[src/rtl/pdm_sched_pkg.sv]
// Shared types and constants for the PDM frame scheduler: FSM states,
// byte-pointer encoding, default sync byte and the sample/tag width check.
package pdm_sched_pkg;

  localparam int BYTE_BITS = 8;
  localparam int CH_IDX_BITS = 3;
  localparam logic [7:0] DEFAULT_SYNC_BYTE = 8'hA5;

  typedef enum logic [1:0] {
    IDLE = 2'd0,
    SEND = 2'd1,
    GAP  = 2'd2,
    WAIT = 2'd3
  } state_e;

  // PTR_DONE marks a frame whose checksum has already been issued.
  typedef enum logic [1:0] {
    PTR_SYNC = 2'd0,
    PTR_CH   = 2'd1,
    PTR_CSUM = 2'd2,
    PTR_DONE = 2'd3
  } ptr_kind_e;

  function automatic bit width_ok(input int data_bits, input int tag_bits);
    return (data_bits + tag_bits) == BYTE_BITS;
  endfunction

endpackage

[src/rtl/pdm_chan_capture.sv]
// Per-channel sample holder: latches the latest strobed sample, tracks whether
// it is still waiting for a frame, and flags overwrites of a pending sample.
module pdm_chan_capture #(
  parameter int DATA_BITS = 5
) (
  input  logic                 clk,
  input  logic                 rst,
  input  logic                 valid,
  input  logic                 enable,
  input  logic                 clear,
  input  logic [DATA_BITS-1:0] data_in,
  output logic [DATA_BITS-1:0] held_data,
  output logic                 pending,
  output logic                 overrun
);

  logic [DATA_BITS-1:0] held_q, held_d;
  logic                 pending_q, pending_d;
  logic                 accept;

  // A strobe in the snapshot cycle belongs to the next frame, so it is not an overrun.
  always_comb begin
    accept    = valid && enable;
    held_d    = accept ? data_in : held_q;
    pending_d = accept ? 1'b1 : (clear ? 1'b0 : pending_q);
    overrun   = accept && pending_q && !clear;
  end

  always_ff @(posedge clk) begin
    if (rst) begin
      held_q    <= '0;
      pending_q <= 1'b0;
    end else begin
      held_q    <= held_d;
      pending_q <= pending_d;
    end
  end

  assign held_data = held_q;
  assign pending   = pending_q;

endmodule

[src/rtl/pdm_frame_scheduler.sv]
// Collects one sample per enabled PDM channel and streams a frame
// (sync, tagged channel bytes, XOR checksum) to a busy-gated UART transmitter.
module pdm_frame_scheduler
  import pdm_sched_pkg::*;
#(
  parameter int         NUM_CH    = 4,
  parameter int         DATA_BITS = 5,
  parameter int         TAG_BITS  = 3,
  parameter logic [7:0] SYNC_BYTE = DEFAULT_SYNC_BYTE
) (
  input  logic                        clk,
  input  logic                        rst,
  input  logic [NUM_CH-1:0]           ch_valid,
  input  logic [NUM_CH*DATA_BITS-1:0] ch_data,
  input  logic [NUM_CH-1:0]           ch_enable,
  input  logic                        tx_busy,
  output logic [7:0]                  tx_byte,
  output logic                        tx_send,
  output logic                        frame_sent,
  output logic [7:0]                  overrun_count
);

  localparam bit WIDTH_OK = width_ok(DATA_BITS, TAG_BITS);
  localparam int IDX_W    = (NUM_CH > 1) ? $clog2(NUM_CH) : 1;

  logic [NUM_CH-1:0][DATA_BITS-1:0] held;
  logic [NUM_CH-1:0]                pending;
  logic [NUM_CH-1:0]                ovr;
  logic                             complete;
  logic                             snap;

  state_e                           state_q, state_d;
  ptr_kind_e                        ptr_kind_q, ptr_kind_d;
  logic [IDX_W-1:0]                 ptr_ch_q, ptr_ch_d;
  logic [NUM_CH-1:0][DATA_BITS-1:0] buf_data_q, buf_data_d;
  logic [NUM_CH-1:0]                buf_en_q, buf_en_d;
  logic [7:0]                       csum_q, csum_d;
  logic [7:0]                       tx_byte_q, tx_byte_d;
  logic                             tx_send_q, tx_send_d;
  logic                             frame_sent_q, frame_sent_d;
  logic [7:0]                       overrun_count_q, overrun_count_d;

  logic                             nxt_found;
  logic [IDX_W-1:0]                 nxt_idx;
  int                               from_idx;
  logic [7:0]                       chan_byte;

  for (genvar i = 0; i < NUM_CH; i++) begin : g_cap
    pdm_chan_capture #(.DATA_BITS(DATA_BITS)) u_cap (
      .clk       (clk),
      .rst       (rst),
      .valid     (ch_valid[i]),
      .enable    (ch_enable[i]),
      .clear     (snap),
      .data_in   (ch_data[i*DATA_BITS +: DATA_BITS]),
      .held_data (held[i]),
      .pending   (pending[i]),
      .overrun   (ovr[i])
    );
  end

  always_comb begin
    complete = (|ch_enable) && (&(pending | ~ch_enable));
    snap     = (state_q == IDLE) && complete;
  end

  // Next enabled channel in the snapshot, searching upward from the current pointer.
  always_comb begin
    from_idx  = (ptr_kind_q == PTR_SYNC) ? 0 : int'(ptr_ch_q) + 1;
    nxt_found = 1'b0;
    nxt_idx   = '0;
    for (int j = 0; j < NUM_CH; j++) begin
      if (!nxt_found && buf_en_q[j] && (j >= from_idx)) begin
        nxt_found = 1'b1;
        nxt_idx   = IDX_W'(j);
      end
    end
    chan_byte = '0;
    if (WIDTH_OK) chan_byte = 8'({TAG_BITS'(ptr_ch_q), buf_data_q[ptr_ch_q]});
  end

  always_comb begin
    state_d         = state_q;
    ptr_kind_d      = ptr_kind_q;
    ptr_ch_d        = ptr_ch_q;
    buf_data_d      = buf_data_q;
    buf_en_d        = buf_en_q;
    csum_d          = csum_q;
    tx_byte_d       = tx_byte_q;
    tx_send_d       = 1'b0;
    frame_sent_d    = 1'b0;
    overrun_count_d = overrun_count_q;

    if ((|ovr) && (overrun_count_q != 8'hFF)) overrun_count_d = overrun_count_q + 8'd1;

    case (state_q)
      IDLE: begin
        if (complete) begin
          buf_data_d = held;
          buf_en_d   = ch_enable;
          ptr_kind_d = PTR_SYNC;
          ptr_ch_d   = '0;
          csum_d     = '0;
          state_d    = WAIT;
        end
      end
      WAIT: begin
        if (!tx_busy) state_d = SEND;
      end
      SEND: begin
        tx_send_d = 1'b1;
        state_d   = GAP;
        case (ptr_kind_q)
          PTR_SYNC, PTR_CH: begin
            if (ptr_kind_q == PTR_SYNC) begin
              tx_byte_d = SYNC_BYTE;
            end else begin
              tx_byte_d = chan_byte;
              csum_d    = csum_q ^ chan_byte;
            end
            if (nxt_found) begin
              ptr_kind_d = PTR_CH;
              ptr_ch_d   = nxt_idx;
            end else begin
              ptr_kind_d = PTR_CSUM;
            end
          end
          PTR_CSUM: begin
            tx_byte_d    = csum_q;
            frame_sent_d = 1'b1;
            ptr_kind_d   = PTR_DONE;
          end
          default: begin
            tx_send_d  = 1'b0;
            ptr_kind_d = PTR_DONE;
          end
        endcase
      end
      GAP: begin
        state_d = (ptr_kind_q == PTR_DONE) ? IDLE : WAIT;
      end
      default: state_d = IDLE;
    endcase
  end

  always_ff @(posedge clk) begin
    if (rst) begin
      state_q         <= IDLE;
      ptr_kind_q      <= PTR_DONE;
      ptr_ch_q        <= '0;
      buf_data_q      <= '0;
      buf_en_q        <= '0;
      csum_q          <= '0;
      tx_byte_q       <= '0;
      tx_send_q       <= 1'b0;
      frame_sent_q    <= 1'b0;
      overrun_count_q <= '0;
    end else begin
      state_q         <= state_d;
      ptr_kind_q      <= ptr_kind_d;
      ptr_ch_q        <= ptr_ch_d;
      buf_data_q      <= buf_data_d;
      buf_en_q        <= buf_en_d;
      csum_q          <= csum_d;
      tx_byte_q       <= tx_byte_d;
      tx_send_q       <= tx_send_d;
      frame_sent_q    <= frame_sent_d;
      overrun_count_q <= overrun_count_d;
    end
  end

  assign tx_byte       = tx_byte_q;
  assign tx_send       = tx_send_q;
  assign frame_sent    = frame_sent_q;
  assign overrun_count = overrun_count_q;

endmodule

[config.mk]
export PLATFORM = sky130hd
export DESIGN_NAME = pdm_frame_scheduler
export DESIGN_NICKNAME = d
export VERILOG_FILES = /design/src/rtl/pdm_sched_pkg.sv /design/src/rtl/pdm_chan_capture.sv /design/src/rtl/pdm_frame_scheduler.sv
export SDC_FILE = /design/constraint.sdc
export NUM_CORES = 1
export LEC_CHECK = 0
export ABC_AREA = 1
export CAP_MARGIN = 20
export CORE_MARGIN = 3
export CORE_UTILIZATION = 58
export CTS_BUF_LIST = sky130_fd_sc_hd__clkbuf_8 sky130_fd_sc_hd__clkbuf_16
export DETAILED_ROUTE_END_ITERATION = 10
export PLACE_DENSITY = 0.84
export SYNTH_ARGS = -nofsm -noshare
export SYNTH_HDL_FRONTEND = slang
export SYNTH_SLANG_ARGS = --single-unit
[constraint.sdc]
create_clock -name clk -period 3.4 [get_ports clk]
set_input_delay 0.68 -clock clk [delete_from_list [all_inputs] [get_ports clk]]
set_output_delay 0.68 -clock clk [all_outputs]
set_load 0.005 [all_outputs]
==> results.sh <==
export IMPL_status="finished clean"
export IMPL_period_needed_ns=2.33
export IMPL_min_path_type="flop to flop"
export IMPL_grt_pass1_vias=2921
export IMPL_post_cts_buffers=0
export IMPL_cp_max_fo=46
export IMPL_yosys_cell_types_count=39
export IMPL_ys_flop_type="dfxtp_1"
export IMPL_crit_path_cell_trace="clkdlybuf4s50_1, nand2_1, nand2_1, nor2_2, nand3_2, buf_4, o21ai_0, a21oi_1"
export IMPL_cts_root_buf="clkbuf_8"
export IMPL_routabilityCongestion=0.874
export IMPL_synth_commonest_cells="dfxtp_1 (79), a21oi_1 (67), o21ai_0 (65)"
export IMPL_antenna_left=0
export IMPL_switching_power_uw=508
export IMPL_cts_tree="done"
export IMPL_leakagePower_nw=1.61
export IMPL_antenna_found_initial=0
export IMPL_p_int_mw=1.43
export IMPL_crit_slowest_cell="clkdlybuf4s50_1"
export IMPL_yosys_area_share_adder_pct=0.724
export IMPL_max_slew_margin_pct=59.8
export IMPL_synth_compound_area_share_pct=22.9
export IMPL_worst_r2r_path_depth=9
export IMPL_ios=49
export IMPL_synth_area_per_cell_sq_um=7.61
export IMPL_diodes=0
export IMPL_comb_power_share_pct=12.7
export IMPL_synth_simple_area_share_pct=19.7
export IMPL_yosysMostFrequentCell="dfxtp_1"
export IMPL_first_iter_violations=156
export IMPL_start_util_pct=61.3
export IMPL_yosys_register_bits=79
export IMPL_timing_rr_start="ptr_ch_q[0]"
export IMPL_min_to="buf_data_q[4]"
export IMPL_io_buffers=48
export IMPL_fp_row_count=27
export IMPL_nFillCells=462
export IMPL_drt_wl_total_um=7670
export IMPL_via_per_inst=5.31
export IMPL_cp_start_kind="input pin"
export IMPL_fin_skew_ns=0.00354
export IMPL_cts_hold_buf=0
export IMPL_grt_first_pass_wirelength_um=13300
export IMPL_hold_path_depth=2
export IMPL_cts_buffers=9
export IMPL_cts_repair_resized=0
export IMPL_cts_buffer_depth=2
export IMPL_peakVddDrop_v=0.000302
export IMPL_p_seq_share_pct=52.4
export IMPL_dr_total_vias=3047
export IMPL_synth_top_family_by_area="compound AO/OA/AOI/OAI gates"
export IMPL_fin_area_sq_um=4120
export IMPL_syn_inst=454
export IMPL_critPathMostFrequentCell="nand2_1"
export IMPL_cpPeakStageDelay_ns=0.49
export IMPL_synth_area_top_cells="dfxtp_1 (46%), a21oi_1 (9.7%), o21ai_0 (9.4%)"
export IMPL_grt_start_max_net_pins=47
export IMPL_overflow=0
export IMPL_dieArea_sq_um=6920
export IMPL_clock_latency_ns=0.35
export IMPL_hold_viol_final=0
export IMPL_fin_crit_sh_pct=68.5
export IMPL_wire_per_inst_um=13.4
export IMPL_max_freq_mhz=429
export IMPL_synth_edf_count=0
export IMPL_cts_sinks=79
export IMPL_grt_setup_unrepaired="false"
export IMPL_crit_family="buffers and inverters"
export IMPL_yosysWarningCount=0
export IMPL_path_depth=8
export IMPL_synth_xor_area_share_pct=1.77
export IMPL_drive_above_1_share_pct=8.57
export IMPL_clk_transition_reported_paths_ns=0.07
export IMPL_syn_nets=487
export IMPL_synthesis_area_sq_um=3460
export IMPL_core_area_sq_um=5640
export IMPL_max_cap_violations=0
export IMPL_swShare_pct=26.2
export IMPL_power_density_nw_per_um2=470
export IMPL_end_kind="flop"
export IMPL_worst_path_buf_inv=2
export IMPL_setup_worst_path_class="input pin to flop"
export IMPL_drc=0
export IMPL_dp_final_hpwl_um=5470
export IMPL_htreeDepth=3
export IMPL_nNetsFinal=530
export IMPL_die_y_um=83.2
export IMPL_clkPwrFrac_pct=34.9
export IMPL_synth_top_cell_area_share_pct=45.7
export IMPL_async_flop_share_pct=0
export IMPL_cp_arrival_ns=2.56
export IMPL_area_growth_pct=19.3
export IMPL_dieWidth_um=83.2
export IMPL_synthMuxAreaShare_pct=0
export IMPL_worst_pin_slew_ns=0.602
export IMPL_hp_start="buf_data_q[4]"
export IMPL_tns_ns=0
export IMPL_ys_seq_area_share_pct=45.7
export IMPL_track_usage_pct=23.2
export IMPL_rr_endpoint="ptr_ch_q[1]"
export IMPL_reg2reg_slack_ns=1.48
export IMPL_maxSlewViolCount=0
export IMPL_required_ns=3.63
export IMPL_setup_violations=0
export IMPL_drt_first_pass_iters=5
export IMPL_place_area_sq_um=3930
export IMPL_synth_top_cell_by_area="dfxtp_1"
[worst max-delay path by stage]
stage,from,end,slack (ns)
2_1_floorplan,ch_enable[0],buf_data_q[0],1.81
3_3_place_gp,ch_enable[2],buf_en_q[0],0.79
3_5_place_dp,ch_enable[0],buf_data_q[11],0.71
4_1_cts,ch_enable[0],buf_data_q[2],1.09
5_1_grt,ch_enable[0],buf_data_q[2],0.82
6_report,ch_enable[2],buf_data_q[2],1.07
[layout make-up]
type / instances / area (sq um) / area share (%)
Inverter: 53 / 199 / 4.83
Tap cell: 72 / 90.1 / 2.19
Clock buffer: 10 / 138 / 3.34
Multi-Input combinational cell: 303 / 1560 / 37.8
Timing Repair Buffer: 51 / 503 / 12.2
Sequential cell: 79 / 1580 / 38.4
Clock inverter: 6 / 52.6 / 1.27
[sequential cells by signal, summed over array words and instances, names as in the netlist]
| name | flops |
|---|---|
| csum_q | 7 |
| ptr_kind_q | 2 |
| frame_sent | 1 |
| tx_byte | 8 |
| buf_data_q | 20 |
| ptr_ch_q | 2 |
| overrun_count | 8 |
| tx_send | 1 |
| buf_en_q | 4 |
| g_cap.u_cap.pending | 4 |
| state_q | 2 |
| g_cap.u_cap.held_data | 20 |
[metal layers]
layer | vias up | routed length [um] | share of wire (%) | GRT usage [%]
li1 | 1572 | - | - | -
met1 | 1358 | 3470 | 45 | 29.8
met2 | 105 | 3570 | 47 | 38.0
met3 | 12 | 504 | 6.6 | 5.06
met4 | 0 | 121 | 1.6 | 9.21
met5 | - | 0 | 0 | 0
[power by group through the flow]
stage	Clock (mW)	Combinational, mW	Sequential (mW)
6_report	0.676	0.246	1.02
3_3_place_gp	0	0.234	1.03
5_1_grt	0.724	0.278	1.02
3_5_place_dp	0	0.243	1.04
4_1_cts	0.684	0.246	1.01
2_1_floorplan	0	0.171	1.02
[worst min-delay path, cell delays in order, from the launching register on]
cell and delay [ns]:
dfxtp_1 0.31, inv_1 0.04, a21oi_1 0.05
[cells by family after synthesis]
family / Yosys count
flip-flops: 79
AND/OR/NAND/NOR: 147
XOR/XNOR: 7
buffers and inverters: 72
AO/OA/AOI/OAI: 147
adder cells (fa/ha/maj): 2
[layout by cell type (no fill, tap or decap), types with 2 or more instances in the layout]
master and count:
a21oi_1 67, a21oi_2 3, and3_2 3, buf_4 3
clkbuf_8 10, clkdlybuf4s50_1 48, clkinv_2 3, dfxtp_1 79
ha_1 2, inv_1 51, inv_2 3, nand2_1 56
nand2_2 2, nand2_4 2, nand3_1 9, nand3_2 4
nand4_1 2, nor2_1 56, nor2_4 3, nor3_1 6
o21ai_0 65, o21ai_1 2, o22ai_1 3, xnor2_1 2
xor2_1 5
[stage by stage]
stage / util [%] / setup WS [ns] / cells / power (mW) / hold WS, ns
CTS: 73.1 / 1.09 / 574 / 1.94 / 0.443
floorplan: - / 1.81 / 454 / 1.19 / 0.420
detailed placement: 69.7 / 0.711 / 558 / 1.28 / 0.432
global placement: 69.7 / 0.787 / 558 / 1.27 / 0.433
finish: 73.1 / 1.07 / 574 / 1.94 / 0.443
global route: 73.1 / 0.818 / 574 / 2.02 / 0.463
No activity file was read; power rests on OpenSTA's default activity.
